**src/rtl/uart_pkg.sv**
```systemverilog
// Shared UART definitions: receiver state encoding, frame geometry, default bit timing.
package uart_pkg;

    localparam int unsigned DATA_BITS            = 8;
    localparam int unsigned CLKS_PER_BIT_DEFAULT = 10417;

    typedef enum logic [2:0] {
        ST_IDLE  = 3'd0,
        ST_START = 3'd1,
        ST_DATA  = 3'd2,
        ST_STOP  = 3'd3,
        ST_BREAK = 3'd4
    } rx_state_e;

endpackage

```
**src/rtl/uart_sync2.sv**
```systemverilog
// Two-flop synchronizer for the idle-high serial line; resets to the idle level.
module uart_sync2 (
    input  logic clk,
    input  logic rst_n,
    input  logic d,
    output logic q
);

    logic meta;

    always_ff @(posedge clk or negedge rst_n) begin
        if (!rst_n) begin
            meta <= 1'b1;
            q    <= 1'b1;
        end else begin
            meta <= d;
            q    <= meta;
        end
    end

endmodule

```
**src/rtl/uart_receiver.sv**
```systemverilog
// 8N1 UART receiver: mid-bit sampling, single-byte holding register with ack,
// frame-error and overrun pulses, and break detection on a held-low line.
module uart_receiver
    import uart_pkg::*;
#(
    parameter int unsigned CLKS_PER_BIT = CLKS_PER_BIT_DEFAULT
) (
    input  logic                 clk,
    input  logic                 rst_n,
    input  logic                 rxd,
    input  logic                 rx_ack,
    output logic [DATA_BITS-1:0] rx_data,
    output logic                 rx_valid,
    output logic                 rx_busy,
    output logic                 frame_err,
    output logic                 overrun
);

    localparam int unsigned CNT_W = $clog2(CLKS_PER_BIT);
    localparam int unsigned BIT_W = $clog2(DATA_BITS);
    localparam logic [CNT_W-1:0] CNT_LAST = CNT_W'(CLKS_PER_BIT - 1);
    localparam logic [CNT_W-1:0] CNT_HALF = CNT_W'((CLKS_PER_BIT - 1) / 2);
    localparam logic [BIT_W-1:0] BIT_LAST = BIT_W'(DATA_BITS - 1);

    logic                 rxs;
    rx_state_e            state, state_nx;
    logic [CNT_W-1:0]     cnt, cnt_nx;
    logic [BIT_W-1:0]     bit_idx, bit_idx_nx;
    logic [DATA_BITS-1:0] shreg, shreg_nx;
    logic [DATA_BITS-1:0] rx_data_nx;
    logic                 rx_valid_nx;
    logic                 frame_err_nx;
    logic                 overrun_nx;

    uart_sync2 u_sync (
        .clk   (clk),
        .rst_n (rst_n),
        .d     (rxd),
        .q     (rxs)
    );

    // State, datapath and registered outputs
    always_ff @(posedge clk or negedge rst_n) begin
        if (!rst_n) begin
            state     <= ST_IDLE;
            cnt       <= '0;
            bit_idx   <= '0;
            shreg     <= '0;
            rx_data   <= '0;
            rx_valid  <= 1'b0;
            rx_busy   <= 1'b0;
            frame_err <= 1'b0;
            overrun   <= 1'b0;
        end else begin
            state     <= state_nx;
            cnt       <= cnt_nx;
            bit_idx   <= bit_idx_nx;
            shreg     <= shreg_nx;
            rx_data   <= rx_data_nx;
            rx_valid  <= rx_valid_nx;
            rx_busy   <= (state_nx != ST_IDLE);
            frame_err <= frame_err_nx;
            overrun   <= overrun_nx;
        end
    end

    // Next-state, bit timing and delivery
    always_comb begin
        state_nx     = state;
        cnt_nx       = cnt;
        bit_idx_nx   = bit_idx;
        shreg_nx     = shreg;
        rx_data_nx   = rx_data;
        rx_valid_nx  = rx_valid;
        frame_err_nx = 1'b0;
        overrun_nx   = 1'b0;

        if (rx_valid && rx_ack) begin
            rx_valid_nx = 1'b0;
        end

        case (state)
            ST_IDLE: begin
                cnt_nx     = '0;
                bit_idx_nx = '0;
                if (!rxs) begin
                    state_nx = ST_START;
                end
            end
            ST_START: begin
                if (cnt == CNT_HALF) begin
                    cnt_nx   = '0;
                    state_nx = rxs ? ST_IDLE : ST_DATA;
                end else begin
                    cnt_nx = cnt + CNT_W'(1);
                end
            end
            ST_DATA: begin
                if (cnt == CNT_LAST) begin
                    cnt_nx     = '0;
                    shreg_nx   = {rxs, shreg[DATA_BITS-1:1]};
                    bit_idx_nx = bit_idx + BIT_W'(1);
                    if (bit_idx == BIT_LAST) begin
                        state_nx = ST_STOP;
                    end
                end else begin
                    cnt_nx = cnt + CNT_W'(1);
                end
            end
            ST_STOP: begin
                if (cnt == CNT_LAST) begin
                    cnt_nx = '0;
                    if (rxs) begin
                        state_nx = ST_IDLE;
                        // Same-cycle ack frees the holding register for the new byte
                        if (!rx_valid || rx_ack) begin
                            rx_data_nx  = shreg;
                            rx_valid_nx = 1'b1;
                        end else begin
                            overrun_nx = 1'b1;
                        end
                    end else begin
                        frame_err_nx = 1'b1;
                        state_nx     = ST_BREAK;
                    end
                end else begin
                    cnt_nx = cnt + CNT_W'(1);
                end
            end
            ST_BREAK: begin
                cnt_nx = '0;
                if (rxs) begin
                    state_nx = ST_IDLE;
                end
            end
            default: begin
                state_nx = ST_IDLE;
                cnt_nx   = '0;
            end
        endcase
    end

endmodule

```
**config.mk**
```make
export PLATFORM = sky130hd
export DESIGN_NAME = uart_receiver
export DESIGN_NICKNAME = d
export VERILOG_FILES = /design/src/rtl/uart_pkg.sv /design/src/rtl/uart_sync2.sv /design/src/rtl/uart_receiver.sv
export SDC_FILE = /design/constraint.sdc
export NUM_CORES = 1
export LEC_CHECK = 0
export ABC_AREA = 1
export CAP_MARGIN = 20
export CORE_MARGIN = 8
export CORE_UTILIZATION = 45
export CTS_BUF_LIST = sky130_fd_sc_hd__clkbuf_4 sky130_fd_sc_hd__clkbuf_8
export CTS_CLUSTER_DIAMETER = 80
export DETAILED_ROUTE_END_ITERATION = 10
export GPL_ROUTABILITY_DRIVEN = 0
export PLACE_DENSITY = 0.73
export SYNTH_ARGS = -nofsm -noshare
export SYNTH_HDL_FRONTEND = slang
export SYNTH_SLANG_ARGS = --single-unit
```
**constraint.sdc**
```tcl
create_clock -name clk -period 1.67 [get_ports clk]
set_input_delay 0.4175 -clock clk [delete_from_list [all_inputs] [get_ports clk]]
set_output_delay 0.4175 -clock clk [all_outputs]
set_load 0.005 [all_outputs]
```
==> flow_summary.yaml, run 1 <==
global_route:
  grt_pass1_wl_mm: 6.223
  gr-total-overflow: 0
  grt.total_usage: 0.1184
  grt_pass1_vias: 1475
  antenna_found_initial: 0
  grt_max_degree: 26
timing:
  skew_ps: 8.699
  rsz0062_at_grt: "false"
  min_period_over_period: 0.9417
  hold_viol: 0
  fin_crit_ps: 1573
  finalMaxSlewViolations: 0
  final.setup.tns_ps: 0
  finalSetupViolCount: 0
  setup_ws_ps: 97.29
  max_freq_mhz: 635.8
  worstMarginPinSlew_ps: 415.9
  maxSlewHeadroom: 0.7227
  hold-worst-slack_ps: 41.29
routing:
  drc: 0
  first_pass_iters: 4
  routedWlPerCell_um: 11.15
  first_iter_violations: 56
  vias_per_cell: 4.787
  final_antenna_net_count: 0
  routed_wl_mm: 3.455
  num_vias: 1484
cts:
  clk_pin_slew_worst_paths_ps: 90
  cts_buffer_depth: 2
  cts_buffers: 5
  cts_tree: "built"
  worstSkewPairLatency_ps: 300
  clockRootBuffer: "clkbuf_8"
  clock-sinks: 42
  hold_buffers: 0
  cts.htree.levels: 2
  cts_setup_buffers: 0
  cts_resized: 0
layout:
  layout-drive-gt1-share: 0.1085
  antenna_cells: 0
  postLayoutCoreUtil: 0.5527
  fin_nets: 265
  syn2layout_area_growth_pct: 20.29
logic_synthesis:
  async_flop_share: 1.000
  syn_nets: 240
  synth_top_cell_by_area: "dfrtp_1"
  yosys-top-cells-count: "nand2_1, dfrtp_1, nor2_1"
  synth_edf_count: 0
  synth_most_common_cell: "nand2_1"
  synth_top_area_frac: 0.5073
  syn_area_per_cell_um2: 8.505
  yosys_most_used_dff: "dfrtp_1"
  yosys-top-cells-area: "dfrtp_1, nand2_1, nor2_1"
  ys_warn_count: 0
  synth.distinct_cells: 25
  synth-seq-cells: 42
  postSynthCellCount: 232
  synth.cell_area_um2: 1973
  yosysSeqAreaShare: 0.5339
floorplanning:
  die_area_um2: 6759
  die_y_um: 82.22
  start_util: 0.4595
  rows: 24
  die-width_um: 82.22
  coreArea_um2: 4294
  io_pins: 16
placement:
  pre_cts_slack_ps: 138.5
  io_buffers: 15
  dpl.hpwl_mm: 2.631
pwr:
  leakagePower_nw: 1.132
  ir_worst_vdd_uv: 417.3
  total_power_mw: 2.017
  pwr_density_cell_nw_per_um2: 849.8
job:
  max_cap_violations: 0
critical_path:
  startpoint_type: "flop"
  critPathTopFamily: "buffers and inverters"
  arrival_ps: 1160
  max_stage_delay_ps: 500
  cp-end-kind: "output port"
  crit_buf_inv: 1
  cp_data_required_time_ps: 1250
  worstPathCellList: "clkdlybuf4s50_1"
  crit_path_top_delay_cell: "clkdlybuf4s50_1"
  worstPathMaxFanout: 2
  setup.worst_path.class: "reg2out"
min_path:
  hold_class: "in2async"
outcome:
  status: "completed"
[final timing paths]
path	start	end	slack, ps	depth (start not counted)
worst max-delay path	rx_data[0]$_DFFE_PN0P_	rx_data[0]	100	1
worst min-delay path	rst_n	bit_idx[0]$_DFFE_PN0P_	40	1
worst max register to register	cnt[1]$_DFF_PN0_	shreg[3]$_DFFE_PN0P_	140	8
worst min register to register	u_sync.meta$_DFF_PN1_	u_sync.q$_DFF_PN1_	360	0
max in group asynchronous	rst_n	rx_data[7]$_DFFE_PN0P_	1170	2
min in group clk	u_sync.meta$_DFF_PN1_	u_sync.q$_DFF_PN1_	360	0
[logic make-up (layout without fill, tap and decap cells)]
family / Yosys count / count (layout) / share of synthesized area
AOI/OAI and AO/OA: 13 / 13 / 0.03297
xor gates and xnor gates: 8 / 8 / 0.03551
adders and majority gates: 4 / 4 / 0.02537
buffers and inverters: 34 / 60 / 0.06975
DFF: 42 / 42 / 0.5339
and+or+nand+nor: 131 / 131 / 0.3025
[state kept, by name, summed over array words and instances (netlist names)]
| signal | flops |
|---|---|
| rx_data | 8 |
| cnt | 14 |
| shreg | 8 |
| overrun | 1 |
| bit_idx | 3 |
| state | 3 |
| rx_valid | 1 |
| u_sync.q | 1 |
| u_sync.meta | 1 |
| frame_err | 1 |
| rx_busy | 1 |
[power by group]
group,leakage (nW),internal (mW),switching (mW),total [mW]
logic,0.503,0.0105,0.0233,0.0338
registers,0.560,1.02,0.00139,1.02
clock network,0.0683,0.599,0.363,0.962
total,1.13,1.63,0.387,2.02
[layer usage]
metal  wire [um]  global-route usage  part of all wire
met5           0                   0                 0
met4          75             0.06140             0.022
met3         198             0.03355             0.057
met2        1516              0.1903              0.44
met1        1665              0.1413              0.48
[placed cells by master, fill, tap and decap left out]
master / netlist / final
nand2_1: 53 / 53
dfrtp_1: 40 / 40
nor2_1: 38 / 38
inv_1: 28 / 28
nand3_1: 26 / 26
clkdlybuf4s50_1: 0 / 14
o21ai_1: 9 / 9
xor2_1: 8 / 8
clkbuf_8: 0 / 5
buf_4: 0 / 5
nor3_1: 4 / 4
ha_1: 4 / 4
inv_2: 2 / 2
nand4_1: 2 / 2
a21oi_1: 2 / 2
o21ai_0: 2 / 2
bufinv_16: 0 / 2
buf_12: 0 / 2
dfstp_2: 2 / 2
nor2_4: 1 / 1
nor2_2: 1 / 1
nand2_2: 1 / 1
nor3_2: 1 / 1
nand3_4: 1 / 1
nand3_2: 1 / 1
nor2_8: 1 / 1
nand2_4: 1 / 1
clkinv_4: 0 / 1
buf_2: 2 / 1
[through the flow]
step                instance area [um^2]  instances
floorplan                           1973        232
global placement                    2216        301
detailed placement                  2216        301
CTS                                 2354        309
global route                        2374        310
finish                              2374        310
[cell type report]
| class | count | area, um^2 |
|---|---|---|
| Tap cell | 52 | 65.06 |
| Sequential cell | 42 | 1054 |
| Multi-Input combinational cell | 156 | 782.0 |
| Clock inverter | 3 | 68.82 |
| Fill cell | 403 | 1921 |
| Timing Repair Buffer | 22 | 222.7 |
| Inverter | 30 | 112.6 |
| Clock buffer | 5 | 68.82 |
Power figures use the tool's default switching activity.
==> run 2: changes to the inputs <==
Settings changed: CTS_CLUSTER_SIZE set to 16, HOLD_SLACK_MARGIN set to 0.15.
==> flow_summary.yaml, run 2 (synthesis gave the netlist of run 1 again) <==
cts:
  worstSkewPairLatency_ps: 300
  clockRootBuffer: "clkbuf_8"
  cts_tree: "built"
  clk_pin_slew_worst_paths_ps: 90
  cts.htree.levels: 2
  cts_buffers: 5
  clock-sinks: 42
  cts_buffer_depth: 2
critical_path:
  endpoint: "rx_data[0]"
  r2r-end: "shreg[3]$_DFFE_PN0P_"
  cp-startpoint: "rx_data[0]$_DFFE_PN0P_"
  critPathTopFamily: "buffers and inverters"
  startpoint_type: "flop"
  cp-end-kind: "output port"
  r2r_slack_ps: 150
  cp_data_required_time_ps: 1250
  crit_buf_inv: 1
  setup.worst_path.class: "reg2out"
  worstRegToRegCells: 8
  worstPathMaxFanout: 2
  reg2reg_from: "cnt[1]$_DFF_PN0_"
  cp.depth: 1
  worstPathCellList: "clkdlybuf4s50_1"
  crit_path_top_delay_cell: "clkdlybuf4s50_1"
  arrival_ps: 1150
  max_stage_delay_ps: 500
routing:
  final_antenna_net_count: 0
  routedWlPerCell_um: 11.12
  top_layer_used: "met4"
  wl_met1_mm: 1.670
  num_vias: 1492
  routed_wl_mm: 3.458
  vias_per_cell: 4.797
  wl_met2_mm: 1.512
  first_pass_iters: 4
  wl_met3_um: 200
  drc: 0
  first_iter_violations: 65
global_route:
  grt_max_degree: 26
  grt_pass1_vias: 1477
  grt_pass1_wl_mm: 6.251
  gr-total-overflow: 0
  grt.total_usage: 0.1189
  antenna_found_initial: 0
timing:
  min_period_over_period: 0.9415
  skew_ps: 8.072
  rsz0062_at_grt: "false"
  final.setup.tns_ps: 0
  hold-worst-slack_ps: 359.2
  maxSlewHeadroom: 0.7222
  worstMarginPinSlew_ps: 416.7
  finalMaxSlewViolations: 0
  setup_ws_ps: 97.64
  hold_viol: 0
  max_freq_mhz: 636.0
  finalSetupViolCount: 0
  fin_crit_ps: 1572
min_path:
  min_path_cells: 0
  hold_class: "reg2reg"
layout:
  syn2layout_area_growth_pct: 20.80
  antenna_cells: 0
  layout-drive-gt1-share: 0.1081
  reg_top3: "cnt x14, rx_data x8, shreg x8"
  top_register: "cnt"
  fin_nets: 266
  final_common_cell: "nand2_1"
  largest_register_ffs: 14
  layout_common_cells: "nand2_1, dfrtp_1, nor2_1, inv_1, nand3_1"
pwr:
  total_power_mw: 2.019
  pwr_density_cell_nw_per_um2: 847.0
  leakagePower_nw: 1.136
  ir_worst_vdd_uv: 417.5
job:
  max_cap_violations: 0
placement:
  pre_cts_slack_ps: 138.5
  io_buffers: 15
  dpl.hpwl_mm: 2.631
floorplanning:
  rows: 24
  die_y_um: 82.22
  die_area_um2: 6759
  io_pins: 16
  die-width_um: 82.22
  start_util: 0.4595
  coreArea_um2: 4294
outcome:
  status: "completed"
## run 2: how the worst min path moves through the flow
stage                           from                      to  slack (ps)
6_report       u_sync.meta$_DFF_PN1_      u_sync.q$_DFF_PN1_         360
5_1_grt        u_sync.meta$_DFF_PN1_      u_sync.q$_DFF_PN1_         370
4_1_cts        u_sync.meta$_DFF_PN1_      u_sync.q$_DFF_PN1_         360
3_5_place_dp   u_sync.meta$_DFF_PN1_      u_sync.q$_DFF_PN1_         350
3_3_place_gp   u_sync.meta$_DFF_PN1_      u_sync.q$_DFF_PN1_         350
2_1_floorplan                  rst_n  bit_idx[0]$_DFFE_PN0P_         120
## run 2: area by class of cell
type                            count  area [um^2]
Clock buffer                        5        68.82
Clock inverter                      3        68.82
Fill cell                         402         1911
Inverter                           30        112.6
Multi-Input combinational cell    156        782.0
Sequential cell                    42         1054
Tap cell                           52        65.06
Timing Repair Buffer               23        232.7
## run 2: timing repair
| item | CTS | global route |
|---|---|---|
| hold buffers | 1 | 0 |
| resized for setup | 0 | 0 |
| setup endpoints to repair | 0 | 4 |
| endpoints found under the hold margin | 15 | 0 |
| setup buffers | 0 | 1 |
## run 2: worst register-to-register path: stages (launching register included)
cell and delay (ps):
dfrtp_1 380, inv_1 90, ha_1 170, nand2_1 90
nor2_4 140, nand3_2 170, buf_4 240, nand2_1 70
o21ai_1 60
## run 2: report_power, final
group | internal (mW) | switching (mW) | total [mW]
registers | 1.02 | 0.00139 | 1.02
logic | 0.0120 | 0.0235 | 0.0356
clock network | 0.599 | 0.363 | 0.962
## run 2: per-stage QoR
stage | instance area (um^2) | cells | utilization
6_report | 2384 | 311 | 0.5551
5_1_grt | 2384 | 311 | 0.5551
4_1_cts | 2364 | 310 | 0.5504
3_5_place_dp | 2216 | 301 | 0.5160
3_3_place_gp | 2216 | 301 | 0.5160
2_1_floorplan | 1973 | 232 | -
## run 2: layer usage
metal / vias up / track usage
met4: 0 / 0.06140
li1: 777 / -
met2: 26 / 0.1903
met3: 7 / 0.03355
met1: 682 / 0.1427
met5: - / 0
